`src/rtl/uart_axil_pkg.sv`:
```
`default_nettype none
// ============================================================================
// Module   : uart_axil_pkg
// Purpose  : Shared definitions for the UART AXI4-Lite scheduler. Holds the
//            UART register map, the AXI response encoding, the scheduler FSM
//            state encoding and a pointer-width helper.
// Ports    : none (package)
// Revision : 1.0 - initial release
// ============================================================================
package uart_axil_pkg;

    // UART register offsets (byte addresses on the AXI4-Lite slave port)
    localparam logic [7:0] OFF_TX_DATA  = 8'h00;   // write: byte to transmit
    localparam logic [7:0] OFF_TX_BUSY  = 8'h04;   // read: bit0 = transmitter busy
    localparam logic [7:0] OFF_RX_DATA  = 8'h08;   // read: received byte, clears drdy
    localparam logic [7:0] OFF_RX_STATE = 8'h0C;   // read: bit0 = drdy, bit1 = rx_busy

    localparam logic [1:0] RESP_OKAY = 2'b00;

    typedef enum logic [2:0] {
        ST_IDLE     = 3'd0,
        ST_POLL_RX  = 3'd1,
        ST_READ_RX  = 3'd2,
        ST_POLL_TX  = 3'd3,
        ST_WRITE_TX = 3'd4,
        ST_GUARD    = 3'd5
    } state_t;

    // Width of an index into n requesters; never narrower than one bit.
    function automatic int ptr_width(input int n);
        return (n > 1) ? $clog2(n) : 1;
    endfunction

endpackage
`default_nettype wire

```
`src/rtl/rr_arbiter.sv`:
```
`default_nettype none
// ============================================================================
// Module   : rr_arbiter
// Purpose  : Combinational round-robin pick. Grants the lowest requester index
//            at or after ptr (wrapping modulo N) whose request is set.
// Ports    : req       - per-requester request bits
//            ptr       - index that has highest priority this round
//            grant_idx - chosen index (0 when nothing is requested)
//            grant_any - at least one request is set
// Revision : 1.0 - initial release
// ============================================================================
module rr_arbiter
    import uart_axil_pkg::*;
#(
    parameter  int N  = 4,
    localparam int PW = ptr_width(N)
) (
    input  logic [N-1:0]  req,
    input  logic [PW-1:0] ptr,
    output logic [PW-1:0] grant_idx,
    output logic          grant_any
);

    logic [PW-1:0] pos;

    // Scan from the farthest offset down to offset zero so the candidate
    // closest to ptr is the last one written and therefore wins.
    always_comb begin
        grant_idx = '0;
        grant_any = 1'b0;
        pos       = '0;
        for (int k = N - 1; k >= 0; k--) begin
            pos = PW'((int'(ptr) + k) % N);
            if (req[pos]) begin
                grant_idx = pos;
                grant_any = 1'b1;
            end
        end
    end

endmodule
`default_nettype wire

```
`src/rtl/uart_axil_sched.sv`:
```
`default_nettype none
// ============================================================================
// Module   : uart_axil_sched
// Purpose  : AXI4-Lite master that drives a uart_axi4lite peripheral for a set
//            of on-chip byte producers and one byte consumer. TX requesters
//            are served round-robin, each TX_DATA write is preceded by a
//            TX_BUSY poll, and received bytes are drained into a one-entry
//            output buffer. At most one AXI transaction is outstanding.
// Ports    : AXI_ACLK / AXI_ARESETN      - clock, async active-low reset
//            REQ_VALID/REQ_DATA/REQ_READY - TX requester handshake (ready is
//                                           a one-cycle accept pulse)
//            RX_VALID/RX_DATA/RX_READY    - received-byte output buffer
//            ERR                          - sticky non-OKAY response flag
//            M_AXI_*                      - AXI4-Lite master channels
// Revision : 1.0 - initial release
// ============================================================================
module uart_axil_sched
    import uart_axil_pkg::*;
#(
    parameter int NUM_REQ    = 4,
    parameter int AXI_AWIDTH = 4,
    parameter int AXI_DWIDTH = 32,
    parameter int DATA_BITS  = 8,
    parameter int TX_GUARD   = 4
) (
    input  logic                        AXI_ACLK,
    input  logic                        AXI_ARESETN,

    input  logic [NUM_REQ-1:0]          REQ_VALID,
    input  logic [NUM_REQ*DATA_BITS-1:0] REQ_DATA,
    output logic [NUM_REQ-1:0]          REQ_READY,

    output logic                        RX_VALID,
    output logic [DATA_BITS-1:0]        RX_DATA,
    input  logic                        RX_READY,

    output logic                        ERR,

    output logic [AXI_AWIDTH-1:0]       M_AXI_AWADDR,
    output logic                        M_AXI_AWVALID,
    input  logic                        M_AXI_AWREADY,
    output logic [AXI_DWIDTH-1:0]       M_AXI_WDATA,
    output logic [AXI_DWIDTH/8-1:0]     M_AXI_WSTRB,
    output logic                        M_AXI_WVALID,
    input  logic                        M_AXI_WREADY,
    input  logic [1:0]                  M_AXI_BRESP,
    input  logic                        M_AXI_BVALID,
    output logic                        M_AXI_BREADY,
    output logic [AXI_AWIDTH-1:0]       M_AXI_ARADDR,
    output logic                        M_AXI_ARVALID,
    input  logic                        M_AXI_ARREADY,
    input  logic [AXI_DWIDTH-1:0]       M_AXI_RDATA,
    input  logic [1:0]                  M_AXI_RRESP,
    input  logic                        M_AXI_RVALID,
    output logic                        M_AXI_RREADY
);

    localparam int PTR_W = ptr_width(NUM_REQ);
    localparam int CNT_W = $clog2(TX_GUARD + 1);

    state_t state, state_next;

    logic [PTR_W-1:0]      rr_ptr;
    logic [PTR_W-1:0]      grant;
    logic [PTR_W-1:0]      arb_idx;
    logic                  arb_any;
    logic                  started;    // transaction of the current state issued
    logic                  aw_done;
    logic                  w_done;
    logic [CNT_W-1:0]      guard_cnt;
    logic                  guard_done;
    logic                  rd_hs;
    logic                  wr_hs;
    logic                  any_req;
    logic                  is_read_state;
    logic                  leaving;
    logic [AXI_AWIDTH-1:0] rd_addr;
    logic                  unused_rdata;

    rr_arbiter #(.N(NUM_REQ)) u_arb (
        .req       (REQ_VALID),
        .ptr       (rr_ptr),
        .grant_idx (arb_idx),
        .grant_any (arb_any)
    );

    // Write strobes never change: every TX_DATA write is a full word.
    assign M_AXI_WSTRB = '1;

    assign rd_hs         = M_AXI_RVALID & M_AXI_RREADY;
    assign wr_hs         = M_AXI_BVALID & M_AXI_BREADY;
    assign any_req       = |REQ_VALID;
    assign guard_done    = (guard_cnt == CNT_W'(TX_GUARD - 1));
    assign is_read_state = (state == ST_POLL_RX) || (state == ST_READ_RX) ||
                           (state == ST_POLL_TX);
    assign leaving       = (state_next != state);
    // Only bit0 and the low byte of RDATA carry information for this master.
    assign unused_rdata  = ^M_AXI_RDATA;

    always_comb begin
        rd_addr = AXI_AWIDTH'(OFF_TX_BUSY);
        case (state)
            ST_POLL_RX: rd_addr = AXI_AWIDTH'(OFF_RX_STATE);
            ST_READ_RX: rd_addr = AXI_AWIDTH'(OFF_RX_DATA);
            default:    rd_addr = AXI_AWIDTH'(OFF_TX_BUSY);
        endcase
    end

    // ------------------------------------------------------------------
    // FSM: state register + next-state logic
    // ------------------------------------------------------------------
    always_ff @(posedge AXI_ACLK or negedge AXI_ARESETN) begin
        if (!AXI_ARESETN) begin
            state <= ST_IDLE;
        end else begin
            state <= state_next;
        end
    end

    always_comb begin
        state_next = state;
        case (state)
            ST_IDLE: begin
                // RX is checked first whenever the output buffer has room.
                if (!RX_VALID) begin
                    state_next = ST_POLL_RX;
                end else if (any_req) begin
                    state_next = ST_POLL_TX;
                end
            end
            ST_POLL_RX: begin
                if (rd_hs) begin
                    if (M_AXI_RDATA[0]) begin
                        state_next = ST_READ_RX;
                    end else begin
                        state_next = any_req ? ST_POLL_TX : ST_IDLE;
                    end
                end
            end
            ST_READ_RX: begin
                if (rd_hs) begin
                    state_next = any_req ? ST_POLL_TX : ST_IDLE;
                end
            end
            ST_POLL_TX: begin
                // Busy transmitter or no requester left: go back and re-poll RX.
                if (rd_hs) begin
                    state_next = (!M_AXI_RDATA[0] && arb_any) ? ST_WRITE_TX : ST_IDLE;
                end
            end
            ST_WRITE_TX: begin
                if (wr_hs) begin
                    state_next = ST_GUARD;
                end
            end
            ST_GUARD: begin
                if (guard_done) begin
                    state_next = ST_IDLE;
                end
            end
            default: state_next = ST_IDLE;
        endcase
    end

    // ------------------------------------------------------------------
    // AXI channels, grant bookkeeping, RX buffer and error flag
    // ------------------------------------------------------------------
    always_ff @(posedge AXI_ACLK or negedge AXI_ARESETN) begin
        if (!AXI_ARESETN) begin
            started       <= 1'b0;
            aw_done       <= 1'b0;
            w_done        <= 1'b0;
            guard_cnt     <= '0;
            rr_ptr        <= '0;
            grant         <= '0;
            REQ_READY     <= '0;
            RX_VALID      <= 1'b0;
            RX_DATA       <= '0;
            ERR           <= 1'b0;
            M_AXI_AWADDR  <= '0;
            M_AXI_AWVALID <= 1'b0;
            M_AXI_WDATA   <= '0;
            M_AXI_WVALID  <= 1'b0;
            M_AXI_BREADY  <= 1'b0;
            M_AXI_ARADDR  <= '0;
            M_AXI_ARVALID <= 1'b0;
            M_AXI_RREADY  <= 1'b0;
        end else begin
            // One transaction per visit of a bus state; the flag re-arms on
            // every state change so the next state issues its own access.
            if (leaving) begin
                started <= 1'b0;
            end else if ((is_read_state || state == ST_WRITE_TX) && !started) begin
                started <= 1'b1;
            end

            // Read channel: RREADY goes up with ARVALID because the slave
            // only returns data while RREADY is high.
            if (is_read_state && !started) begin
                M_AXI_ARADDR  <= rd_addr;
                M_AXI_ARVALID <= 1'b1;
                M_AXI_RREADY  <= 1'b1;
            end else begin
                if (M_AXI_ARVALID && M_AXI_ARREADY) begin
                    M_AXI_ARVALID <= 1'b0;
                end
                if (rd_hs) begin
                    M_AXI_RREADY <= 1'b0;
                end
            end

            // Write channel: AW and W complete independently of each other.
            if (state == ST_WRITE_TX && !started) begin
                M_AXI_AWADDR  <= AXI_AWIDTH'(OFF_TX_DATA);
                M_AXI_AWVALID <= 1'b1;
                M_AXI_WVALID  <= 1'b1;
                M_AXI_BREADY  <= 1'b1;
                aw_done       <= 1'b0;
                w_done        <= 1'b0;
            end else begin
                if (!aw_done && M_AXI_AWVALID && M_AXI_AWREADY) begin
                    M_AXI_AWVALID <= 1'b0;
                    aw_done       <= 1'b1;
                end
                if (!w_done && M_AXI_WVALID && M_AXI_WREADY) begin
                    M_AXI_WVALID <= 1'b0;
                    w_done       <= 1'b1;
                end
                if (wr_hs) begin
                    M_AXI_BREADY <= 1'b0;
                end
            end

            // Arbitration is resolved when the TX_BUSY read returns idle.
            if (state == ST_POLL_TX && rd_hs && !M_AXI_RDATA[0] && arb_any) begin
                grant       <= arb_idx;
                M_AXI_WDATA <= AXI_DWIDTH'(REQ_DATA[arb_idx*DATA_BITS +: DATA_BITS]);
            end

            // A rejected write leaves the pointer alone so the same byte is retried.
            REQ_READY <= '0;
            if (state == ST_WRITE_TX && wr_hs) begin
                if (M_AXI_BRESP == RESP_OKAY) begin
                    REQ_READY[grant] <= 1'b1;
                    rr_ptr <= (grant == PTR_W'(NUM_REQ - 1)) ? '0 : grant + PTR_W'(1);
                end else begin
                    ERR <= 1'b1;
                end
            end
            if (rd_hs && M_AXI_RRESP != RESP_OKAY) begin
                ERR <= 1'b1;
            end

            if (state == ST_READ_RX && rd_hs) begin
                RX_DATA  <= M_AXI_RDATA[DATA_BITS-1:0];
                RX_VALID <= 1'b1;
            end else if (RX_VALID && RX_READY) begin
                RX_VALID <= 1'b0;
            end

            if (state == ST_GUARD && !guard_done) begin
                guard_cnt <= guard_cnt + CNT_W'(1);
            end else begin
                guard_cnt <= '0;
            end
        end
    end

endmodule
`default_nettype wire

```
`config.mk`:
```
export PLATFORM = sky130hd
export DESIGN_NAME = uart_axil_sched
export DESIGN_NICKNAME = d
export VERILOG_FILES = /design/src/rtl/uart_axil_pkg.sv /design/src/rtl/rr_arbiter.sv /design/src/rtl/uart_axil_sched.sv
export SDC_FILE = /design/constraint.sdc
export NUM_CORES = 1
export LEC_CHECK = 0
export CORE_ASPECT_RATIO = 1.2
export CORE_MARGIN = 8
export CORE_UTILIZATION = 34
export DETAILED_ROUTE_END_ITERATION = 7
export GPL_ROUTABILITY_DRIVEN = 0
export HOLD_SLACK_MARGIN = 0.1
export PLACE_DENSITY_LB_ADDON = 0.25
export SLEW_MARGIN = 20
export SYNTH_ARGS = -nofsm -noshare
export SYNTH_HDL_FRONTEND = slang
export SYNTH_SLANG_ARGS = --single-unit
```
`constraint.sdc`:
```
create_clock -name AXI_ACLK -period 1.55 [get_ports AXI_ACLK]
set_input_delay 0.31 -clock AXI_ACLK [delete_from_list [all_inputs] [get_ports AXI_ACLK]]
set_output_delay 0.31 -clock AXI_ACLK [all_outputs]
set_load 0.05 [all_outputs]
```
# [After elaboration in Yosys (flattened, before gate mapping)]
# Cells that the tools add are included.
[totals] latchBits=0 in_bits=80 ram_bits=0 mem_bits_ro=0 register_bits=44 elab_cells=136 output_inout_bits=63 n_memories=0
[classes] addsub=5 magnitude_cmp=6 mux=55 n_eq_ne=9 div_mod_pow=0 n_reduce_logical=40 shift=1 n_bitwise=2 mul=0
[ops] operator="variable part select 32 x 6 -> 8 bit" n=1
[ops] operator="2-to-1 mux 1 bit" n=30
[ops] operator="2-to-1 mux 3 bit" n=9
[ops] operator="logical AND 1 bit" n=18
[ops] operator="one-hot mux 3 bit (6 select lines)" n=1
[ops] operator="nonzero test 2 bit" n=9
[ops] operator="< comparator 2 x 3 -> 1 bit, second input constant" n=5
[ops] operator="2-to-1 mux 2 bit" n=7
[ops] operator="== test 3 x 2 -> 1 bit, second input constant" n=3
[ops] operator="binary-select mux 1 bit (select 2 bit)" n=4
[ops] operator="2-to-1 mux 4 bit" n=2
[ops] operator="one-hot mux 4 bit (2 select lines)" n=1
[ops] operator="== test 3 bit, second input constant" n=2
[ops] operator="logical NOT 1 bit" n=5
[ops] operator="adder 2 x 1 -> 2 bit, second input constant" n=2
[ops] operator="adder 2 bit, second input constant" n=2
[ops] operator="AND reduction 2 bit" n=2
[ops] operator="OR reduction 4 bit" n=1
[ops] operator="adder 3 x 1 -> 3 bit, second input constant" n=1
[ops] operator="== test 3 x 1 -> 1 bit, second input constant" n=1
[ops] operator="logical NOT 3 bit" n=1
[ops] operator="logical OR 1 bit" n=3
[ops] operator="inequality test 3 bit" n=1
[ops] operator="AND 1 bit" n=2
[ops] operator="other kinds (5)" n=5

# [Logic depth before layout (Yosys ltp)]
[logic_depth] ltp_word=13 depth_mapped=7 depth_no_buf=7

# [Modules after synthesis]
# From an unflattened synthesis, not the netlist that was laid out.
[hier_totals] hier_cells=219 hier_area_um2=2426.1
[modules_own_cells] module="uart_axil_sched" area_per_inst_um2=2348.5 cells_per_inst=206 n_inst=1
[modules_own_cells] module="rr_arbiter" area_per_inst_um2=77.6 cells_per_inst=13 n_inst=1

# [Worst setup path after synthesis]
# No wires, ideal clock.
[synth_timing] path_type="register -> register" from="register M_AXI_RREADY" to="register RX_DATA[0]" period_less_slack_ns=1.925 slack_ns=-0.375 stages_incl_launch_ff=6 setup_ns=0.125 arrival_ns=1.800 path_cell_list="dfrtp_1 -> nand2_1 -> nor2_1 -> and3_1 -> clkbuf_1 -> mux2_2"
[synth_between] elab_chain_cells=2
[synth_lines] item="start: declaration" line_no="uart_axil_sched.sv:55" rtl="output logic M_AXI_RREADY"
[synth_lines] item="start signal: assignment" line_no="uart_axil_sched.sv:187" rtl="M_AXI_RREADY <= 1'b0;"
[synth_lines] item="start signal: assignment" line_no="uart_axil_sched.sv:202" rtl="M_AXI_RREADY <= 1'b1;"
[synth_lines] item="start signal: assignment" line_no="uart_axil_sched.sv:208" rtl="M_AXI_RREADY <= 1'b0;"
[synth_lines] item="AND 1 bit" line_no="uart_axil_sched.sv:90" rtl="assign rd_hs = M_AXI_RVALID & M_AXI_RREADY;"
[synth_lines] item="logical AND 1 bit" line_no="uart_axil_sched.sv:254" rtl="if (state == ST_READ_RX && rd_hs) begin"
[synth_lines] item="end signal: assignment" line_no="uart_axil_sched.sv:255" rtl="RX_DATA <= M_AXI_RDATA[DATA_BITS-1:0];"
[synth_lines] item="end: declaration" line_no="uart_axil_sched.sv:34" rtl="output logic [DATA_BITS-1:0] RX_DATA,"
# Every way passes these cells.
# A chain may end at the register's enable or synchronous reset.

# [Worst setup path in the final report]
[layout_timing] from="register state[1]" to="register started"
[layout_between] elab_chain_cells=6
[layout_lines] item="start: declaration" line_no="uart_axil_sched.sv:61" rtl="state_t state, state_next;"
[layout_lines] item="start signal: assignment" line_no="uart_axil_sched.sv:116" rtl="state <= state_next;"
[layout_lines] item="branches (longest 6 deep; another with one-hot mux 3 bit (6 select lines))"
[layout_lines] item="end signal: assignment" line_no="uart_axil_sched.sv:170" rtl="started <= 1'b0;"
[layout_lines] item="end signal: assignment" line_no="uart_axil_sched.sv:192" rtl="started <= 1'b0;"
[layout_lines] item="end signal: assignment" line_no="uart_axil_sched.sv:194" rtl="started <= 1'b1;"
[layout_lines] item="end: declaration" line_no="uart_axil_sched.sv:67" rtl="logic started;"
# Parallel ways; which one is timed is not known.

==> reports/results.txt <==
Status = finished with violations
Failing checks = setup timing
Port Buffers = 84
Final core utilization = 0.565
Hold depth = 2
Layout Nets = 437
Area contributors post-synth = dfrtp_1 45%, buf_4 12%, mux2i_1 7.2%
Crit path buffers/inverters = 1
CP delay by family, top = simple AND/OR/NAND/NOR gates
Netlist cell types = 39
Die Y = 107 um
CP max stage cell = or4_4
Diodes inserted = 0
CP startpoint kind = flop
Setup TNS Final = -0.0564 ns
WL/cell = 14.2 um
Worst Skew = 0.00579 ns
Worst skew pair latency = 0.29 ns
Routed Antenna Nets = 0
Synth Cell Area = 2350 um2
Async set or reset register ratio after synthesis = 1.00
Worst reg-to-reg setup slack = -0.04 ns
DIE WIDTH = 91.9 um
H-tree depth = 2
Largest net degree at the start of global routing = 19
Vias in the first global route = 2199
DP Wirelength = 5.00 mm
RR Startpoint = state[1]
First-pass GRT wire length = 10.6 mm
Pwr Density = 1750 nW/um2
#FFs+latches synth = 42
Worst Path Required = 1.75 ns
Io pins = 143
Critical Path Sink Type = flop
Worst hold path type = in -> reg
Most common cell after layout, fill and taps aside = clkdlybuf4s50_1
DRC errors left = 0
Worst R2R Path Depth = 5
Fill cells = 618
TritonCTS clock tree = done
Hold path startpoint = M_AXI_RVALID
Gr usage total = 0.130
Max Transition Viols Final = 0
Clock buffer depth = 2
RSZ-0062 raised after global routing = yes
Clock transition at path regs = 0.08 ns
P_sw = 2.92 mW
Crit Path Category = reg -> reg
Most frequent cells in the layout = 49 x clkdlybuf4s50_1, 39 x dfrtp_1, 34 x conb_1
Clock Power Share = 0.102
Final-report setup violation count = 2
Syn Area/Cell = 9.93 um2
Final min period = 1.59 ns
Number of max-cap violations = 0
Via count = 2002
Antenna violations before repair = 0
Worst r2r dst = started
Critical Path Fanout Max = 4
Area Overhead vs Synth = 62.7%
Reg power frac = 0.289
Synth top area share = 0.447
Share of cells above drive strength 1 = 0.287
Synthesized instance count = 237
Register area share after synthesis = 0.447
Synth Flop Type = dfrtp_1
Ys Warns = 0
Yosys top cell by area = dfrtp_1
Clock sinks = 42
Internal power = 3.77 mW
Gr ovfl total = 0
Hold EP = M_AXI_RREADY
Critical path's largest stage delay = 0.52 ns
Num CTS Buffers = 5
Rows = 33
Combinational share of power = 0.609
Tot Pwr = 6.69 mW
CORE AREA = 6770 um2
Vias per cell = 4.56
Sw frac = 0.437
Worst EP arrival = 1.79 ns
Final hold vios = 0
F_max = 628 MHz
Setup ws final = -0.0421 ns
Total Die Area = 9850 um2
Initial Util = 0.347
Pre-antenna DRT Iters = 4
Initial DRC Count = 102
Peak VDD IR = 0.000960 V
Root Driver = clkbuf_8
CP Cell Sequence = nor2_1 -> inv_1 -> or4_4 -> o211a_1 -> nor4_1
Post-synth EDFFs = 0
LEAKAGE = 1.87 nW
Post-Route WL = 6.25 mm
Period utilisation layout = 1.03
==> registers in the layout, summed over array words and instances (netlist names), 2 cells and up <==
name	cells
guard_cnt	3
M_AXI_WDATA	8
rr_ptr	2
state	3
grant	2
RX_DATA	8
REQ_READY	4
M_AXI_ARADDR	2
==> metal layers <==
layer	up-vias	GRT usage	share of wire
li1	968	-	-
met1	936	0.133	0.38
met2	92	0.223	0.49
met3	6	0.0706	0.12
met4	0	0.0404	0.010
met5	-	0	0
==> kinds of logic after synthesis <==
| logic type | synth area share |
|---|---|
| other | 0.00319 |
| flip-flops | 0.447 |
| buffers and inverters | 0.155 |
| multiplexers | 0.120 |
| AO/OA/AOI/OAI | 0.118 |
| AND/OR/NAND/NOR | 0.125 |
| adder cells (fa/ha/maj) | 0.0319 |
==> per-stage QoR <==
| stage | worst slack [ns] | instance area [um2] | hold slack (ns) | std cells |
|---|---|---|---|---|
| after global routing | -0.120 | 3830 | 0.309 | 439 |
| after CTS | -0.0401 | 3860 | 0.459 | 440 |
| after detailed placement | -0.544 | 3600 | 0.259 | 421 |
| after global placement | -0.504 | 3600 | 0.255 | 421 |
| after floorplan | -0.00330 | 2520 | 0.0144 | 269 |
| final | -0.0421 | 3830 | 0.285 | 439 |
==> cell type report <==
cell class                      count  area [um2]  share of cell area
Clock buffer                        8        80.1              0.0209
Timing Repair Buffer              118        1380               0.360
Sequential cell                    42        1050               0.276
Inverter                           16        60.1              0.0157
Multi-Input combinational cell    168        1140               0.299
Tap cell                           87         109              0.0284
==> worst max-delay path by stage <==
stage / start / to / slack (ns) / cells after the start
global placement: REQ_VALID[2] / started / -0.50 / 6
detailed placement: REQ_VALID[0] / started / -0.54 / 6
finish: state[1] / started / -0.04 / 5
floorplan: REQ_VALID[3] / started / -0.003 / 5
global route: rr_ptr[0] / M_AXI_WDATA[2] / -0.12 / 5
CTS: rr_ptr[0] / M_AXI_WDATA[6] / -0.04 / 6
==> what timing repair did <==
| item | 4_1_cts | 5_1_grt |
|---|---|---|
| setup endpoints to repair | 12 | 20 |
| gates cloned | 2 | 0 |
| pin swaps | 13 | 8 |
| hold buffers | 1 | 0 |
| resized for setup | 21 | 7 |
| endpoints found under the hold margin | 16 | 0 |
| setup buffers | 8 | 2 |
==> power by group through the flow <==
| stage | clock (mW) | combinational, mW | sequential (mW) |
|---|---|---|---|
| after floorplan | 0 | 1.23 | 2.83 |
| after global placement | 0 | 3.98 | 1.94 |
| after detailed placement | 0 | 4.01 | 1.96 |
| after CTS | 0.707 | 4.12 | 1.93 |
| after global routing | 0.745 | 4.33 | 2.00 |
| final | 0.681 | 4.07 | 1.93 |
==> cell usage after synthesis, types with 2 or more instances <==
cell       n
dfrtp_1   42
buf_4     38
nor2_1    19
nand2_1   18
mux2i_1   17
inv_1     16
o21ai_0   11
mux2_2    10
o221ai_1   8
a21oi_1    6
ha_1       6
and2_1     5
clkbuf_1   4
nor2b_1    3
nor3_1     3
a21o_1     2
a31oi_1    2
conb_1     2
nand4_1    2
nor4_1     2
o22ai_1    2
or2_2      2
(Power assumes the default switching activity.)
